### src/rtl/hx8352_fill_engine.sv
// rtl/hx8352_fill_engine.sv - HX8352 rectangle fill sequencer (window setup, 0x22, pixel stream)
// Optional HX8352_FILL_CLIP_EN: clamp x1/y1 to the panel instead of rejecting the request.
module hx8352_fill_engine #(
   parameter int WIDTH  = 240,
   parameter int HEIGHT = 400
) (
   input  logic        clk,
   input  logic        rst,
   input  logic        start,
   input  logic [8:0]  x0,
   input  logic [8:0]  x1,
   input  logic [8:0]  y0,
   input  logic [8:0]  y1,
   input  logic [15:0] color,
   input  logic        init_done,
   input  logic        lcd_busy,
   output logic [7:0]  cmd_out,
   output logic [15:0] data_out,
   output logic        is_cmd,
   output logic        wr_req,
   output logic        busy,
   output logic        done,
   output logic        err
);

   localparam logic [8:0] C_XMAX = 9'(WIDTH - 1);
   localparam logic [8:0] C_YMAX = 9'(HEIGHT - 1);

   typedef enum logic [2:0] {
      IDLE, CHECK, WIN_CMD, WIN_DATA, MEM_CMD, PIXEL, WAIT, FINISH
   } state_t;

   state_t      r_state;
   state_t      w_next;
   state_t      r_ret;
   state_t      w_ret;
   logic [2:0]  r_idx;
   logic [8:0]  r_col;
   logic [8:0]  r_row;
   logic        r_wait;
   logic [8:0]  r_x0, r_x1, r_y0, r_y1;
   logic [15:0] r_color;
   logic        r_err;

   logic [8:0]  w_x1_eff;
   logic [8:0]  w_y1_eff;
   logic        w_range_bad;
   logic        w_bad;
   logic        w_issue;
   logic        w_last_pix;
   logic [15:0] w_win_data;

`ifdef HX8352_FILL_CLIP_EN
   assign w_x1_eff    = (r_x1 > C_XMAX) ? C_XMAX : r_x1;
   assign w_y1_eff    = (r_y1 > C_YMAX) ? C_YMAX : r_y1;
   assign w_range_bad = 1'b0;
`else
   assign w_x1_eff    = r_x1;
   assign w_y1_eff    = r_y1;
   assign w_range_bad = (r_x1 > C_XMAX) || (r_y1 > C_YMAX);
`endif

   assign w_bad      = (r_x0 > w_x1_eff) || (r_y0 > w_y1_eff) || w_range_bad;
   assign w_last_pix = (r_col == 9'd0) && (r_row == 9'd0);

   // Register pairs 0x02..0x09 carry the high bit then the low byte of each bound.
   always_comb begin
      w_win_data = 16'h0000;
      case (r_idx)
         3'd0: w_win_data = {15'h0000, r_x0[8]};
         3'd1: w_win_data = {8'h00, r_x0[7:0]};
         3'd2: w_win_data = {15'h0000, r_x1[8]};
         3'd3: w_win_data = {8'h00, r_x1[7:0]};
         3'd4: w_win_data = {15'h0000, r_y0[8]};
         3'd5: w_win_data = {8'h00, r_y0[7:0]};
         3'd6: w_win_data = {15'h0000, r_y1[8]};
         default: w_win_data = {8'h00, r_y1[7:0]};
      endcase
   end

   always_comb begin
      w_next   = r_state;
      w_ret    = r_ret;
      w_issue  = 1'b0;
      wr_req   = 1'b0;
      is_cmd   = 1'b0;
      cmd_out  = 8'h00;
      data_out = 16'h0000;
      busy     = (r_state != IDLE) && (r_state != FINISH);
      done     = (r_state == FINISH);
      err      = r_err;
      case (r_state)
         IDLE: begin
            if (start && init_done) w_next = CHECK;
         end
         CHECK: begin
            w_next = w_bad ? IDLE : WIN_CMD;
         end
         WIN_CMD: begin
            is_cmd  = 1'b1;
            cmd_out = 8'h02 + {5'd0, r_idx};
            w_issue = !lcd_busy;
            w_ret   = WIN_DATA;
         end
         WIN_DATA: begin
            data_out = w_win_data;
            w_issue  = !lcd_busy;
            w_ret    = (r_idx == 3'd7) ? MEM_CMD : WIN_CMD;
         end
         MEM_CMD: begin
            is_cmd  = 1'b1;
            cmd_out = 8'h22;
            w_issue = !lcd_busy;
            w_ret   = PIXEL;
         end
         PIXEL: begin
            data_out = r_color;
            w_issue  = !lcd_busy;
            w_ret    = w_last_pix ? FINISH : PIXEL;
         end
         WAIT: begin
            // r_wait marks the second cycle, so WAIT always lasts at least two cycles.
            if (r_wait && !lcd_busy) w_next = r_ret;
         end
         FINISH: begin
            w_next = IDLE;
         end
         default: w_next = IDLE;
      endcase
      if (w_issue) begin
         wr_req = 1'b1;
         w_next = WAIT;
      end
   end

   always_ff @(posedge clk) begin
      if (rst) begin
         r_state <= IDLE;
         r_ret   <= IDLE;
         r_idx   <= 3'd0;
         r_col   <= 9'd0;
         r_row   <= 9'd0;
         r_wait  <= 1'b0;
         r_x0    <= 9'd0;
         r_x1    <= 9'd0;
         r_y0    <= 9'd0;
         r_y1    <= 9'd0;
         r_color <= 16'h0000;
         r_err   <= 1'b0;
      end else begin
         r_state <= w_next;
         r_err   <= (r_state == CHECK) && w_bad;
         case (r_state)
            IDLE: begin
               if (start && init_done) begin
                  r_x0    <= x0;
                  r_x1    <= x1;
                  r_y0    <= y0;
                  r_y1    <= y1;
                  r_color <= color;
               end
            end
            CHECK: begin
               r_x1  <= w_x1_eff;
               r_y1  <= w_y1_eff;
               r_col <= w_x1_eff - r_x0;
               r_row <= w_y1_eff - r_y0;
               r_idx <= 3'd0;
            end
            WAIT: begin
               r_wait <= 1'b1;
            end
            default: begin
               if (w_issue) begin
                  r_ret  <= w_ret;
                  r_wait <= 1'b0;
                  if (r_state == WIN_DATA) r_idx <= r_idx + 3'd1;
                  // Column counter reloads on wrap, which steps the row counter.
                  if (r_state == PIXEL && !w_last_pix) begin
                     if (r_col == 9'd0) begin
                        r_col <= r_x1 - r_x0;
                        r_row <= r_row - 9'd1;
                     end else begin
                        r_col <= r_col - 9'd1;
                     end
                  end
               end
            end
         endcase
      end
   end

endmodule

### config.mk
export PLATFORM = sky130hd
export DESIGN_NAME = hx8352_fill_engine
export DESIGN_NICKNAME = d
export VERILOG_FILES = /design/src/rtl/hx8352_fill_engine.sv
export SDC_FILE = /design/constraint.sdc
export NUM_CORES = 1
export LEC_CHECK = 0
export ABC_CLOCK_PERIOD_IN_PS = 6700
export CAP_MARGIN = 25
export CORE_UTILIZATION = 30
export DETAILED_ROUTE_END_ITERATION = 7
export PLACE_DENSITY = 0.49
export RECOVER_POWER = 100
export SLEW_MARGIN = 20
export SYNTH_ARGS = -nofsm -noshare
export SYNTH_HDL_FRONTEND = slang
export SYNTH_SLANG_ARGS = --single-unit
### constraint.sdc
create_clock -name clk -period 6.7 [get_ports clk]
set_input_delay 1.005 -clock clk [delete_from_list [all_inputs] [get_ports clk]]
set_output_delay 1.005 -clock clk [all_outputs]
set_load 0.01 [all_outputs]
== Yosys cells after proc, flatten, opt, wreduce, memory -nomap -nowiden ==
Cells that the tools add are included.

* Flip-flop bits (word level): 81
* Output and inout port bits: 29

* Add/subtract/negate cells: 6
* Order comparisons: 4
* Equality and inequality tests: 19
* Multiplexer cells: 27
* Bitwise logic cells: 3
* Reductions and logical operators: 38

{| class="wikitable"
|+ Operators by type and width
! kind !! number
|-
| one-hot mux 8 bit (7 select lines) || 1
|-
| 2-to-1 mux 9 bit || 6
|-
| one-hot mux 9 bit (2 select lines) || 2
|-
| one-hot mux 16 bit (2 select lines) || 1
|-
| == test 3 bit (second input constant) || 8
|-
| one-hot mux 3 bit (4 select lines) || 2
|-
| greater-than comparator 9 bit || 2
|-
| logical NOT 9 bit || 2
|-
| 2-to-1 mux 3 bit || 6
|-
| subtractor 9 x 1 -> 9 bit (second input constant) || 2
|-
| subtractor 9 bit || 2
|-
| AND reduction 3 bit || 5
|-
| == test 3 x 2 -> 1 bit (second input constant) || 4
|-
| one-hot mux 6 bit (2 select lines) || 1
|-
| nonzero test 2 bit || 5
|-
| greater-than comparator 9 x 8 -> 1 bit (second input constant) || 1
|-
| greater-than comparator 9 bit (second input constant) || 1
|-
| inequality test 3 bit (second input constant) || 3
|-
| nonzero test 4 bit || 2
|-
| OR reduction 2 bit || 4
|-
| == test 3 x 1 -> 1 bit (second input constant) || 2
|-
| logical AND 1 bit || 6
|-
| logical NOT 3 bit || 2
|-
| one-hot mux 3 bit (2 select lines) || 1
|-
| other kinds (15) || 26
|}

== Logic depth before layout (Yosys ltp) ==
* Depth after elaboration: 7
* Gate-level depth with buffers: 11
* Gate-level depth less buffers: 10

== Least setup slack after synthesis ==
OpenSTA, ideal clock, no wires.

* Path kind: reg-to-output
* From: register r_idx[2]
* To: output port data_out[0]
* Arrival time: 2458 ps
* Data required time: 5695 ps
* Path slack: 3237 ps
* Cell stages (with the launch flop): 11
* Path through: dfxtp_1 > clkbuf_1 > clkbuf_1 > inv_1 > ha_1 > clkbuf_1 > nor4_1 > a222oi_1 > nor2_1 > a21oi_1 > nor2_1

* Longest elaborated chain between the ends: 3

{| class="wikitable"
|+ RTL lines
! what !! RTL line !! source
|-
| start: declaration || 37 || <nowiki>logic [2:0] r_idx;</nowiki>
|-
| start signal: assignment || 177 || <nowiki>if (r_state == WIN_DATA) r_idx <= r_idx + 3'd1;</nowiki>
|-
| == test 3 bit, or another cell as far along || 69 || <nowiki>case (r_idx)</nowiki>
|-
| one-hot mux 8 bit (7 select lines) * || 69 ||
|-
| one-hot mux 16 bit (2 select lines) * || 92 || <nowiki>case (r_state)</nowiki>
|-
| end: declaration || 18 || <nowiki>output logic [15:0] data_out,</nowiki>
|}

Every way passes the cells marked *; elsewhere a longest branch is shown, timed or not.

== Final worst setup path ==
Same ends and word-level chain as after synthesis.

==> metrics <==
status=finished with violations; failing checks=max-capacitance violations, max-slew violations; Critical Path Most Common Cell=nor2_1; max-slew violation count=85; Clock Tree Buf Depth=2; total CTS buffers=9; drt wl/cell=16.1 um; peak supply drop=0.142 mV; vias in the first global route=4429; Initial Utilization=30.8%; Pre-antenna DRT Iters=5; Core ar.=15200 um2; P&R area growth vs syn=27.0%; ordered cell list for the critical path=inv_1 > ha_1 > nor4_1 > clkbuf_1 > a222oi_1 > nor2_1 > a21oi_1 > nor2_1 > dlygate4sd3_1; ANT nets after route=0; period utilization=64.1%; CTS tree=done; RSZ-0062 raised after global routing=false; I/O Buffers=82; synth cell count leaders=nand2_1 (135), a21oi_1 (99), dfxtp_1 (81); Initial DRC Count=431; Worst R2R Start=r_state[0]; RePlAce Congestion=0.920; Fin. Hold Viols=0; Critical Path End Type=output pin; Die X=127 um; largest fanout on the critical path=19; grt total ovfl=0; TNS Setup=0 ns; die area=16100 um2; H-tree Lvls=3; largest net degree at the start of global routing=85; Post-Syn Area=4680 um2; Mapped Cells=638; initial antenna violation count=0; Leak=2.20 nW; hold depth=2; standard-cell rows=45; PostCTS Resize Cnt=0; sw frac=32.2%; Seq pwr share=36.8%; critical path class=reg -> out; Reg clk slew, reported paths=0.06 ns; final core area utilization=39.1%; hold path start=r_color[8]; Synth top area share=34.7%; Mean Syn Cell Area=7.33 um2; Crit path arrival time=3.29 ns; worst min-delay path class=reg -> reg; Power Density=253 nW/um2; CTS Hold Buffers Added=0; Hold EP=r_color[8]; Worst R2R End=r_row[7]; worst skew pair latency=0.35 ns; Critical Path RT=5.69 ns; Clock Sinks=81; vias per cell=5.15; async set-reset flop share out of synthesis=0%; Yosys warnings=0; Clock Skews=0.00607 ns; most frequent cell after synthesis=nand2_1; drt drc=0; Int Pwr=1.02 mW; die height=127 um; Setup Fix Bufs, Post-CTS=0; Max Freq=233 MHz; slowest CP cell=dfxtp_1; Final min period=4.29 ns; register area share after synthesis=34.7%; nets@finish=784; cells on worst reg2reg path=6; share of layout cells above drive strength 1=4.69%; P_sw=483 uW; Worst-Margin Slew=3.88 ns; CTS root buf=clkbuf_16; Yosys cell types=55; Synth Flop Type=dfxtp_1; flip-flop and latch count after synthesis=81; Area contributors post-synth=dfxtp_1 (35%), nand2_1 (11%), a21oi_1 (11%); antenna cells=0; Synth area leader=dfxtp_1; Setup violations, final=0; R2R Setup Slk=3.18 ns; Slew headroom=-159%; startpoint type of the worst setup path=flip-flop; Max Cap Violations=1; final WL=14400 um; Top-Level Pins=86; All-Layer GR Usage=18.7%; global-route wire length before repair=23400 um; clock share of power=36.4%; via count=4585; number of enable flip-flop cells after synthesis=0; Logic pwr share=26.8%; max incr delay on CP=0.65 ns; DP HPWL=10700 um
==> worst max-delay path, delay by kind of cell, from the launching register on <==
| family | cells | cell delay (ns) |
|---|---|---|
| compound gates | 2 | 0.17 |
| fa+ha+maj | 1 | 0.33 |
| flops | 1 | 0.65 |
| buf+inv | 3 | 1.01 |
| simple gates | 3 | 0.77 |
==> placed cells by master (no fill, tap or decap), types with 3 or more instances in the layout <==
| cell | instances |
|---|---|
| nand2b_1 | 4 |
| a211oi_1 | 4 |
| nand4_1 | 5 |
| dfxtp_1 | 81 |
| xnor2_1 | 4 |
| nor3b_1 | 3 |
| xor2_1 | 7 |
| clkbuf_16 | 9 |
| conb_1 | 3 |
| dlygate4sd3_1 | 23 |
| nor2_1 | 46 |
| inv_6 | 3 |
| ha_1 | 27 |
| a22oi_1 | 5 |
| nand2_1 | 135 |
| clkbuf_1 | 3 |
| a211o_1 | 3 |
| o21ai_0 | 36 |
| a21o_1 | 3 |
| nor4_1 | 6 |
| clkdlybuf4s50_1 | 58 |
| inv_1 | 31 |
| and3_1 | 13 |
| a22oi_2 | 3 |
| o21a_1 | 4 |
| nand3_1 | 10 |
| a21oi_1 | 99 |
| a222oi_1 | 10 |
| nand3b_1 | 6 |
| nor2b_1 | 6 |
| nor3_1 | 13 |
==> power groups by stage <==
stage	Sequential, mW	Combinational (mW)	Clock (mW)
floorplan	0.545	0.301	0
global placement	0.561	0.394	0
detailed placement	0.562	0.401	0
CTS	0.552	0.403	0.561
global route	0.557	0.452	0.580
finish	0.552	0.403	0.547
==> registers in the layout, summed over array words and instances, names as in the netlist, 3 cells and up <==
register and flops:
r_color 16, r_col 9, r_row 9, r_x0 9, r_x1 9, r_y0 9
r_y1 9, r_idx 3, r_ret 3, r_state 3
==> metrics by stage <==
| stage | std cells | hold WS [ns] | instance area (um2) | total power [mW] | worst slack (ns) |
|---|---|---|---|---|---|
| 2_1_floorplan | 640 | 0.432 | 4680 | 0.847 | 3.24 |
| 3_3_place_gp | 872 | 0.439 | 5590 | 0.955 | 2.73 |
| 3_5_place_dp | 874 | 0.447 | 5620 | 0.963 | 2.63 |
| 4_1_cts | 890 | 0.456 | 5950 | 1.52 | 2.26 |
| 5_1_grt | 891 | 0.477 | 5940 | 1.59 | 2.18 |
| 6_report | 891 | 0.452 | 5940 | 1.50 | 2.41 |
==> kinds of logic after synthesis <==
kind of cell	count (synthesis)	share of synthesized area [%]
compound gates	184	23.5
fa+ha+maj	29	8.08
other cells	1	0.0802
simple gates	260	25.3
flops	81	34.7
buf+inv	72	6.34
xor+xnor	11	2.06
==> worst max-delay path by stage <==
stage	depth (start not counted)	slack, ns	end	startpoint
after floorplan	10	3.24	data_out[0]	r_idx[2]
after global placement	8	2.73	data_out[0]	r_idx[2]
after detailed placement	8	2.63	data_out[0]	r_idx[2]
after CTS	8	2.26	data_out[3]	r_idx[2]
after global routing	9	2.18	data_out[7]	r_idx[2]
final	9	2.41	data_out[0]	r_idx[2]
==> layout make-up <==
type                            instances  area (um2)
Clock buffer                            9         225
Timing Repair Buffer                   88         870
Inverter                               31         116
Tap cell                              188         235
Sequential cell                        81        1620
Clock inverter                          7         100
Multi-Input combinational cell        487        2770
Fill cell                            1633        9260
==> metal layers <==
metal,wire [um],track usage (%)
met1,7060,25.9
met2,6240,28.0
met5,0,0
met3,605,4.13
met4,476,7.84
Power figures use the tool's default switching activity.
